$ cat src/rtl/prog_loader_if.sv
// Byte-stream and instruction-memory write bundle for prog_loader.
// master = stream source / memory observer, slave = the loader itself.
interface prog_loader_if;
  logic        load_start;
  logic        byte_valid;
  logic [7:0]  byte_data;
  logic        byte_ready;
  logic        imem_we;
  logic [31:0] imem_addr;
  logic [31:0] imem_wdata;
  logic        core_rst;
  logic        run;
  logic [1:0]  err;
  logic [15:0] words_loaded;

  modport master (
    output load_start, byte_valid, byte_data,
    input  byte_ready, imem_we, imem_addr, imem_wdata,
           core_rst, run, err, words_loaded
  );

  modport slave (
    input  load_start, byte_valid, byte_data,
    output byte_ready, imem_we, imem_addr, imem_wdata,
           core_rst, run, err, words_loaded
  );
endinterface

$ cat src/rtl/prog_loader.sv
// Boot loader: assembles a length-prefixed big-endian byte stream into imem words,
// holding the core in reset until loaded. Optional trailer XOR check: PROG_LOADER_CHECKSUM_EN.
module prog_loader #(
  parameter int unsigned DEPTH_WORDS = 64
) (
  input  logic         clk,
  input  logic         rst,
  prog_loader_if.slave bus
);

  typedef enum logic [2:0] {
    S_IDLE, S_HDR_HI, S_HDR_LO, S_LOAD, S_CHECK, S_FIN, S_RUN, S_ERROR
  } state_t;

  state_t      r_state;
  logic        r_byte_ready;
  logic        r_core_rst;
  logic        r_run;
  logic        r_imem_we;
  logic [31:0] r_imem_addr;
  logic [31:0] r_imem_wdata;
  logic [1:0]  r_err;
  logic [15:0] r_words_loaded;
  logic [7:0]  r_len_hi;
  logic [15:0] r_len;
  logic [15:0] r_widx;
  logic [1:0]  r_bcnt;
  logic [23:0] r_shift;
`ifdef PROG_LOADER_CHECKSUM_EN
  logic [7:0]  r_csum;
`endif

  state_t      w_next;
  logic        w_hs;
  logic [15:0] w_len;
  logic        w_len_bad;
  logic        w_last;

  always_comb begin
    w_hs      = bus.byte_valid && r_byte_ready;
    w_len     = {r_len_hi, bus.byte_data};
    w_len_bad = (w_len == '0) || (32'(w_len) > DEPTH_WORDS);
    w_last    = (r_bcnt == 2'd3) && (r_widx == r_len - 16'd1);
    w_next    = r_state;
    if (bus.load_start) begin
      w_next = S_HDR_HI;
    end else begin
      case (r_state)
        S_HDR_HI: if (w_hs) w_next = S_HDR_LO;
        S_HDR_LO: if (w_hs) w_next = w_len_bad ? S_ERROR : S_LOAD;
`ifdef PROG_LOADER_CHECKSUM_EN
        S_LOAD:   if (w_hs && w_last) w_next = S_CHECK;
        S_CHECK:  if (w_hs) w_next = (bus.byte_data == r_csum) ? S_FIN : S_ERROR;
`else
        S_LOAD:   if (w_hs && w_last) w_next = S_FIN;
`endif
        S_FIN:    w_next = S_RUN;
        default:  w_next = r_state;
      endcase
    end
  end

  // Status outputs are registered from the next state so they change with it.
  always_ff @(posedge clk or posedge rst) begin
    if (rst) begin
      r_state        <= S_IDLE;
      r_byte_ready   <= 1'b0;
      r_core_rst     <= 1'b1;
      r_run          <= 1'b0;
      r_imem_we      <= 1'b0;
      r_imem_addr    <= '0;
      r_imem_wdata   <= '0;
      r_err          <= '0;
      r_words_loaded <= '0;
      r_len_hi       <= '0;
      r_len          <= '0;
      r_widx         <= '0;
      r_bcnt         <= '0;
      r_shift        <= '0;
`ifdef PROG_LOADER_CHECKSUM_EN
      r_csum         <= '0;
`endif
    end else begin
      r_state      <= w_next;
      r_byte_ready <= (w_next == S_HDR_HI) || (w_next == S_HDR_LO) ||
                      (w_next == S_LOAD)   || (w_next == S_CHECK);
      r_core_rst   <= (w_next != S_RUN);
      r_run        <= (w_next == S_RUN);
      r_imem_we    <= 1'b0;
      if (bus.load_start) begin
        r_widx         <= '0;
        r_bcnt         <= '0;
        r_words_loaded <= '0;
        r_err          <= '0;
`ifdef PROG_LOADER_CHECKSUM_EN
        r_csum         <= '0;
`endif
      end else if (w_hs) begin
        case (r_state)
          S_HDR_HI: r_len_hi <= bus.byte_data;
          S_HDR_LO: begin
            r_len <= w_len;
            if (w_len_bad) r_err <= 2'd1;
          end
          S_LOAD: begin
            r_bcnt  <= r_bcnt + 2'd1;
            r_shift <= {r_shift[15:0], bus.byte_data};
            if (r_bcnt == 2'd3) begin
              r_imem_we    <= 1'b1;
              r_imem_addr  <= {14'd0, r_widx, 2'b00};
              r_imem_wdata <= {r_shift, bus.byte_data};
              r_widx       <= r_widx + 16'd1;
              if (r_words_loaded < r_len) r_words_loaded <= r_words_loaded + 16'd1;
            end
          end
`ifdef PROG_LOADER_CHECKSUM_EN
          S_CHECK: if (bus.byte_data != r_csum) r_err <= 2'd2;
`endif
          default: ;
        endcase
`ifdef PROG_LOADER_CHECKSUM_EN
        if ((r_state == S_HDR_HI) || (r_state == S_HDR_LO) || (r_state == S_LOAD))
          r_csum <= r_csum ^ bus.byte_data;
`endif
      end
    end
  end

  assign bus.byte_ready   = r_byte_ready;
  assign bus.imem_we      = r_imem_we;
  assign bus.imem_addr    = r_imem_addr;
  assign bus.imem_wdata   = r_imem_wdata;
  assign bus.core_rst     = r_core_rst;
  assign bus.run          = r_run;
  assign bus.err          = r_err;
  assign bus.words_loaded = r_words_loaded;

endmodule

$ cat src/flat_wrapper.sv
// flat-port wrapper written by rule: the top's interface ports become plain ports
module prog_loader_flat 
#(
  parameter int unsigned DEPTH_WORDS = 64
)
  (clk, rst, bus_load_start, bus_byte_valid, bus_byte_data, bus_byte_ready, bus_imem_we, bus_imem_addr, bus_imem_wdata, bus_core_rst, bus_run, bus_err, bus_words_loaded);
  prog_loader_if bus_i ();
  input  logic clk;
  input  logic rst;
  input wire logic [$bits(bus_i.load_start)-1:0] bus_load_start;
  input wire logic [$bits(bus_i.byte_valid)-1:0] bus_byte_valid;
  input wire logic [$bits(bus_i.byte_data)-1:0] bus_byte_data;
  output wire logic [$bits(bus_i.byte_ready)-1:0] bus_byte_ready;
  output wire logic [$bits(bus_i.imem_we)-1:0] bus_imem_we;
  output wire logic [$bits(bus_i.imem_addr)-1:0] bus_imem_addr;
  output wire logic [$bits(bus_i.imem_wdata)-1:0] bus_imem_wdata;
  output wire logic [$bits(bus_i.core_rst)-1:0] bus_core_rst;
  output wire logic [$bits(bus_i.run)-1:0] bus_run;
  output wire logic [$bits(bus_i.err)-1:0] bus_err;
  output wire logic [$bits(bus_i.words_loaded)-1:0] bus_words_loaded;
  assign bus_i.load_start = bus_load_start;
  assign bus_i.byte_valid = bus_byte_valid;
  assign bus_i.byte_data = bus_byte_data;
  assign bus_byte_ready = bus_i.byte_ready;
  assign bus_imem_we = bus_i.imem_we;
  assign bus_imem_addr = bus_i.imem_addr;
  assign bus_imem_wdata = bus_i.imem_wdata;
  assign bus_core_rst = bus_i.core_rst;
  assign bus_run = bus_i.run;
  assign bus_err = bus_i.err;
  assign bus_words_loaded = bus_i.words_loaded;
  prog_loader #(.DEPTH_WORDS(DEPTH_WORDS)) u_core (.clk(clk), .rst(rst), .bus(bus_i));
endmodule
$ cat config.mk
export PLATFORM = sky130hd
export DESIGN_NAME = prog_loader_flat
export DESIGN_NICKNAME = d
export VERILOG_FILES = /design/src/rtl/prog_loader_if.sv /design/src/rtl/prog_loader.sv /design/src/flat_wrapper.sv
export SDC_FILE = /design/constraint.sdc
export NUM_CORES = 1
export LEC_CHECK = 0
export CORE_ASPECT_RATIO = 1.1
export CORE_MARGIN = 4
export CORE_UTILIZATION = 49
export CTS_CLUSTER_SIZE = 30
export DETAILED_ROUTE_END_ITERATION = 16
export HOLD_SLACK_MARGIN = 0.06
export PLACE_DENSITY = 0.78
export SYNTH_ARGS = -nofsm -noshare
export SYNTH_HDL_FRONTEND = slang
export SYNTH_SLANG_ARGS = --single-unit
$ cat constraint.sdc
create_clock -name clk -period 5.8 [get_ports clk]
set_input_delay 1.45 -clock clk [delete_from_list [all_inputs] [get_ports clk]]
set_output_delay 1.45 -clock clk [all_outputs]
set_load 0.03 [all_outputs]
# After elaboration in Yosys (flattened, before gate mapping)

Cells that the tools add are included.

Bits in registers: 139
Bits in latches: 0
Memory bits (writable): 0
Memory bits (read-only): 0
Input port bits: 12
Output and inout bits: 86
Word-level logic and storage cells: 81
Memories kept: 0

Add/subtract/negate cells: 4
$mul: 0
Divide/modulo/power cells: 0
Order comparisons: 2
Equality and inequality tests: 12
Shift-type cells: 0
Multiplexer cells: 26
Bitwise gates (word level): 1
Reductions and logical operators: 22

Operators by type and width:

| kind                    | count |
|---|---|
| $mux W16                | 9 |
| $add A16 B1 Y16 const B | 2 |
| $eq A16 B16 Y1          | 1 |
| $gt A16 B7 Y1 const B   | 1 |
| $logic_not A16 Y1       | 1 |
| $lt A16 B16 Y1          | 1 |
| $sub A16 B1 Y16 const B | 1 |
| $mux W3                 | 5 |
| $reduce_and A3 Y1       | 5 |
| $mux W2                 | 7 |
| $eq A3 B2 Y1 const B    | 4 |
| $pmux W3 S4             | 1 |
| $reduce_bool A2 Y1      | 6 |
| $eq A3 B3 Y1 const B    | 3 |
| $reduce_and A4 Y1       | 2 |
| $eq A3 B1 Y1 const B    | 2 |
| $logic_or A1 B1 Y1      | 4 |
| $mux W1                 | 4 |
| $logic_and A1 B1 Y1     | 3 |
| $ne A3 B3 Y1 const B    | 1 |
| $add A2 B1 Y2 const B   | 1 |
| $eq A2 B2 Y1 const B    | 1 |
| $reduce_and A2 Y1       | 1 |
| $not A1 Y1              | 1 |

# Logic depth before layout (Yosys ltp)

Word-level depth: 11
Gate-level depth with buffers: 11
Mapped depth without buffers: 9

# Worst setup path before layout

Ideal clock, no wire load.

Kind: input to register
From: in bus_byte_valid
To: reg u_core.r_imem_addr[4], in the netlist u_core.bus.imem_addr[4]
Library setup time: 0.128 ns
Arrival: 3.247 ns
Required time: 5.672 ns
Slack: 2.425 ns
Stages on the path: 9
Path buffers: 4
Path through: and3b_1 and3_1 nor2b_1 clkbuf_1 and2_1 clkbuf_1 buf_2 buf_2 mux2_1

Longest elaborated chain between the ends: 2

Ends and longest elaborated chain:

| what                        | line               | RTL |
|---|---|---|
| from (decl)                 | flat_wrapper.sv:11 | `input wire logic [$bits(bus_i.byte_valid)-1:0] bus_byte_valid;` |
| $logic_and A1 B1 Y1         | prog_loader.sv:40  | `w_hs = bus.byte_valid && r_byte_ready;` |
| $reduce_and A4 Y1 (no line) | -                  |  |
| to (signal assigned)        | prog_loader.sv:110 | `r_imem_addr <= {14'd0, r_widx, 2'b00};` |
| to (decl)                   | prog_loader.sv:20  | `logic [31:0] r_imem_addr;` |

No other way between the ends.
A chain may end at the register's enable or synchronous reset.

# Final worst setup path

From: in bus_byte_valid
To: reg u_core.r_imem_wdata[2], in the netlist u_core.bus.imem_wdata[2]

Longest elaborated chain between the ends: 2

Ends and longest elaborated chain:

| what                        | line               | RTL |
|---|---|---|
| $logic_and A1 B1 Y1         | prog_loader.sv:40  |  |
| $reduce_and A4 Y1 (no line) | -                  |  |
| to (signal assigned)        | prog_loader.sv:111 | `r_imem_wdata <= {r_shift, bus.byte_data};` |
| to (decl)                   | prog_loader.sv:21  | `logic [31:0] r_imem_wdata;` |

No other way between the ends.

==> metrics.yaml <==
detailed_routing:
  wl_mm: 15.20
  via_count: 4893
  first_pass_iters: 5
  drc: 0
  drt-vias-per-instance: 5.644
  wire_per_inst_um: 17.53
  drtAntennaViolNets: 0
  initialDrtViolationCount: 304
synthesis:
  synthSimpleGateAreaFrac: 0.1320
  synth_top_cell_by_area: "dfrtp_1"
  synth_top_family_by_area: "multiplexers"
  syn_inst: 598
  synthTopCellsByArea: "dfrtp_1 51%, mux2_1 8.0%, mux2_2 5.3%"
  synth_xor_xnor_area_share: 0.04275
  yosysMostFrequentCell: "dfrtp_1"
  netlist_area_mm2: 0.006760
  synth-compound-area-share: 0.08458
  synthDistinctLibCells: 60
  synth_edf_count: 0
  synth_fa_ha_area_frac: 0.03517
  syn_avg_cell_area_um2: 11.30
  synthMuxAreaShare: 0.1377
  ys_seq_area_frac: 0.5110
  async_flop_share: 1.000
  synth_ff_type: "dfrtp_1"
  synth_top_area_frac: 0.5071
  ys_warn_count: 0
  yosys-top-cells-count: "137 x dfrtp_1, 48 x mux2_1, 38 x nand2_1"
  ys_seq_elements: 138
grt:
  track_usage: 0.1985
  grt_max_degree: 98
  grt_overflow: 0
  grt_pass1_wl_mm: 25.10
  antenna_found_initial: 0
  grt_pass1_vias: 5028
cells_and_area:
  final_cell_count_no_fill: 867
  nFillCells: 1044
  nets: 701
  drive_gt1_frac: 0.1171
  syn_to_final_growth_pct: 21.97
  n_antenna_cell: 0
min_path:
  min_to: "u_core.bus.imem_wdata[19]"
  worstHoldPathType: "reg -> reg"
  min_delay_path_depth: 1
  hold_start: "u_core.bus.imem_wdata[19]"
floorplan:
  start_util: 0.5053
  fp.coreArea_mm2: 0.01338
  die_area_mm2: 0.01574
  core.rowCount: 44
  io-pin-count: 98
  die_w_um: 120.0
  die_h_um: 131.2
timing:
  skew_ns: 0.006061
  drv_slew: 0
  hold_viol: 0
  rsz0062_at_grt: "false"
  fin_crit_ns: 4.059
  fin_tns_setup_ns: 0
  fin_crit_sh: 0.6998
  holdWs_ns: 0.4845
  relSlewSlack: 0.1726
  setup_viol_count_final: 0
  tightest_slew_ns: 1.241
  fmax_ghz: 0.2464
critical_path:
  cpMaxStageDelayCell: "and2_2"
  r2r_slack_ns: 2.69
  cp-end-kind: "flop"
  rr_endpoint: "u_core.bus.imem_wdata[2]"
  reg2reg_depth: 6
  critPathRequiredTime_ns: 6.10
  critPathLaunchType: "input pin"
  critPathMaxFanout: 49
  cp_cell_sequence: "clkdlybuf4s50_1 > and3b_1 > and3_1 > nor2b_2 > buf_4 > and2_2 > mux2_1"
  r2r_start: "u_core.r_state[2]"
  critPathBufInv: 2
  arrival_ns: 4.36
  path_delay_family: "simple AND/OR/NAND/NOR gates"
  criticalPathCategory: "in -> reg"
  max_stage_delay_ns: 1.04
clock_tree:
  post_cts_resize_count: 0
  clk_path_buf_depth: 2
  cts-htree-levels: 4
  cts_tree: "done"
  tritoncts.num_buffers: 17
  cts_setup_buffers: 0
  clk_pin_slew_ns: 0.06
  clk_latency_ns: 0.42
  cts_root_buf: "clkbuf_16"
  cts_hold_buf: 0
  cts_sinks: 138
power:
  comb_power_share: 0.152
  p_leak_nw: 3.706
  p_sw_frac: 0.2918
  ir_drop_mv: 0.2111
  power_frac_seq: 0.438
  p_int_mw: 2.046
  power.net_switching_uw: 842.8
  p_clk_frac: 0.410
  p_per_area_mw_per_mm2: 350.3
place:
  placedCellCount: 835
  port_buffers: 80
  post-dp-hpwl_mm: 10.69
  globalplace.congestion: 0.9072
run:
  maxCapViolCount: 0
run_status:
  status: "finished, final reports clean"
sequential cells by signal, summed over array words and instances, names as in the netlist, 3 cells and up:
name and cells:
u_core.r_shift 24, u_core.r_state 3, u_core.bus.imem_wdata 32, u_core.bus.words_loaded 16, u_core.r_len 16, u_core.r_len_hi 8
u_core.bus.imem_addr 16, u_core.r_widx 16
layer usage:
metal  global-route usage  up-vias  share of wire
met5                    0        -              0
met1               0.2381     2436           0.41
met4              0.09166        0          0.031
li1                     -     2256              -
met3              0.04901       43          0.052
met2               0.3355      158           0.51
per-stage QoR:
stage / cell area [um^2] / utilization / total power, mW / setup WS [ns]
4_1_cts: 8245 / 0.6163 / 2.901 / 1.759
6_report: 8245 / 0.6163 / 2.888 / 1.741
5_1_grt: 8245 / 0.6163 / 3.012 / 1.584
3_5_place_dp: 7599 / 0.5680 / 1.709 / 1.339
2_1_floorplan: 6820 / - / 1.573 / 0.6555
3_3_place_gp: 7599 / 0.5680 / 1.677 / 1.409
placed cells by master (no fill, tap or decap), types with 19 or more instances in the layout:
master	netlist	routed
dfrtp_1	137	137
nor2_1	25	25
o21ai_0	33	33
a21oi_1	26	26
ha_1	19	19
mux2_1	48	48
inv_1	22	21
clkdlybuf4s50_1	0	80
nand2_1	38	38
mux2_2	32	32
how the worst max path moves through the flow:
stage                              start                   endpoint  slack [ns]  cells after the start
after floorplan                      rst      u_core.bus.byte_ready        0.66                      1
after global placement    bus_byte_valid  u_core.bus.imem_wdata[28]        1.41                      7
after detailed placement  bus_byte_valid  u_core.bus.imem_wdata[10]        1.34                      7
after CTS                 bus_byte_valid   u_core.bus.imem_wdata[8]        1.76                      7
after global routing      bus_byte_valid   u_core.bus.imem_addr[13]        1.58                      7
final                     bus_byte_valid   u_core.bus.imem_wdata[2]        1.74                      7
cell type report:
cell class | count | area, um^2 | area share
Sequential cell | 138 | 3455 | 0.4190
Multi-Input combinational cell | 407 | 2995 | 0.3633
Timing Repair Buffer | 84 | 830.8 | 0.1008
Clock buffer | 18 | 439.2 | 0.05326
Tap cell | 184 | 230.2 | 0.02792
Clock inverter | 14 | 207.7 | 0.02519
Inverter | 22 | 87.58 | 0.01062
cells by family (layout without fill, tap and decap cells):
kind of cell / count (synthesis) / count (layout)
flip-flops: 138 / 138
multiplexers: 83 / 83
AO/OA/AOI/OAI: 95 / 95
adder cells (fa/ha/maj): 19 / 19
buffers and inverters: 69 / 138
XOR/XNOR: 33 / 33
other: 1 / 17
AND/OR/NAND/NOR: 160 / 160
power groups by stage:
stage / combinational (mW) / clock (mW) / sequential [mW]
after floorplan: 0.357 / 0 / 1.22
after global placement: 0.413 / 0 / 1.26
after CTS: 0.442 / 1.20 / 1.26
final: 0.440 / 1.18 / 1.26
after detailed placement: 0.435 / 0 / 1.27
after global routing: 0.489 / 1.24 / 1.28
No activity file was read; power rests on OpenSTA's default activity.
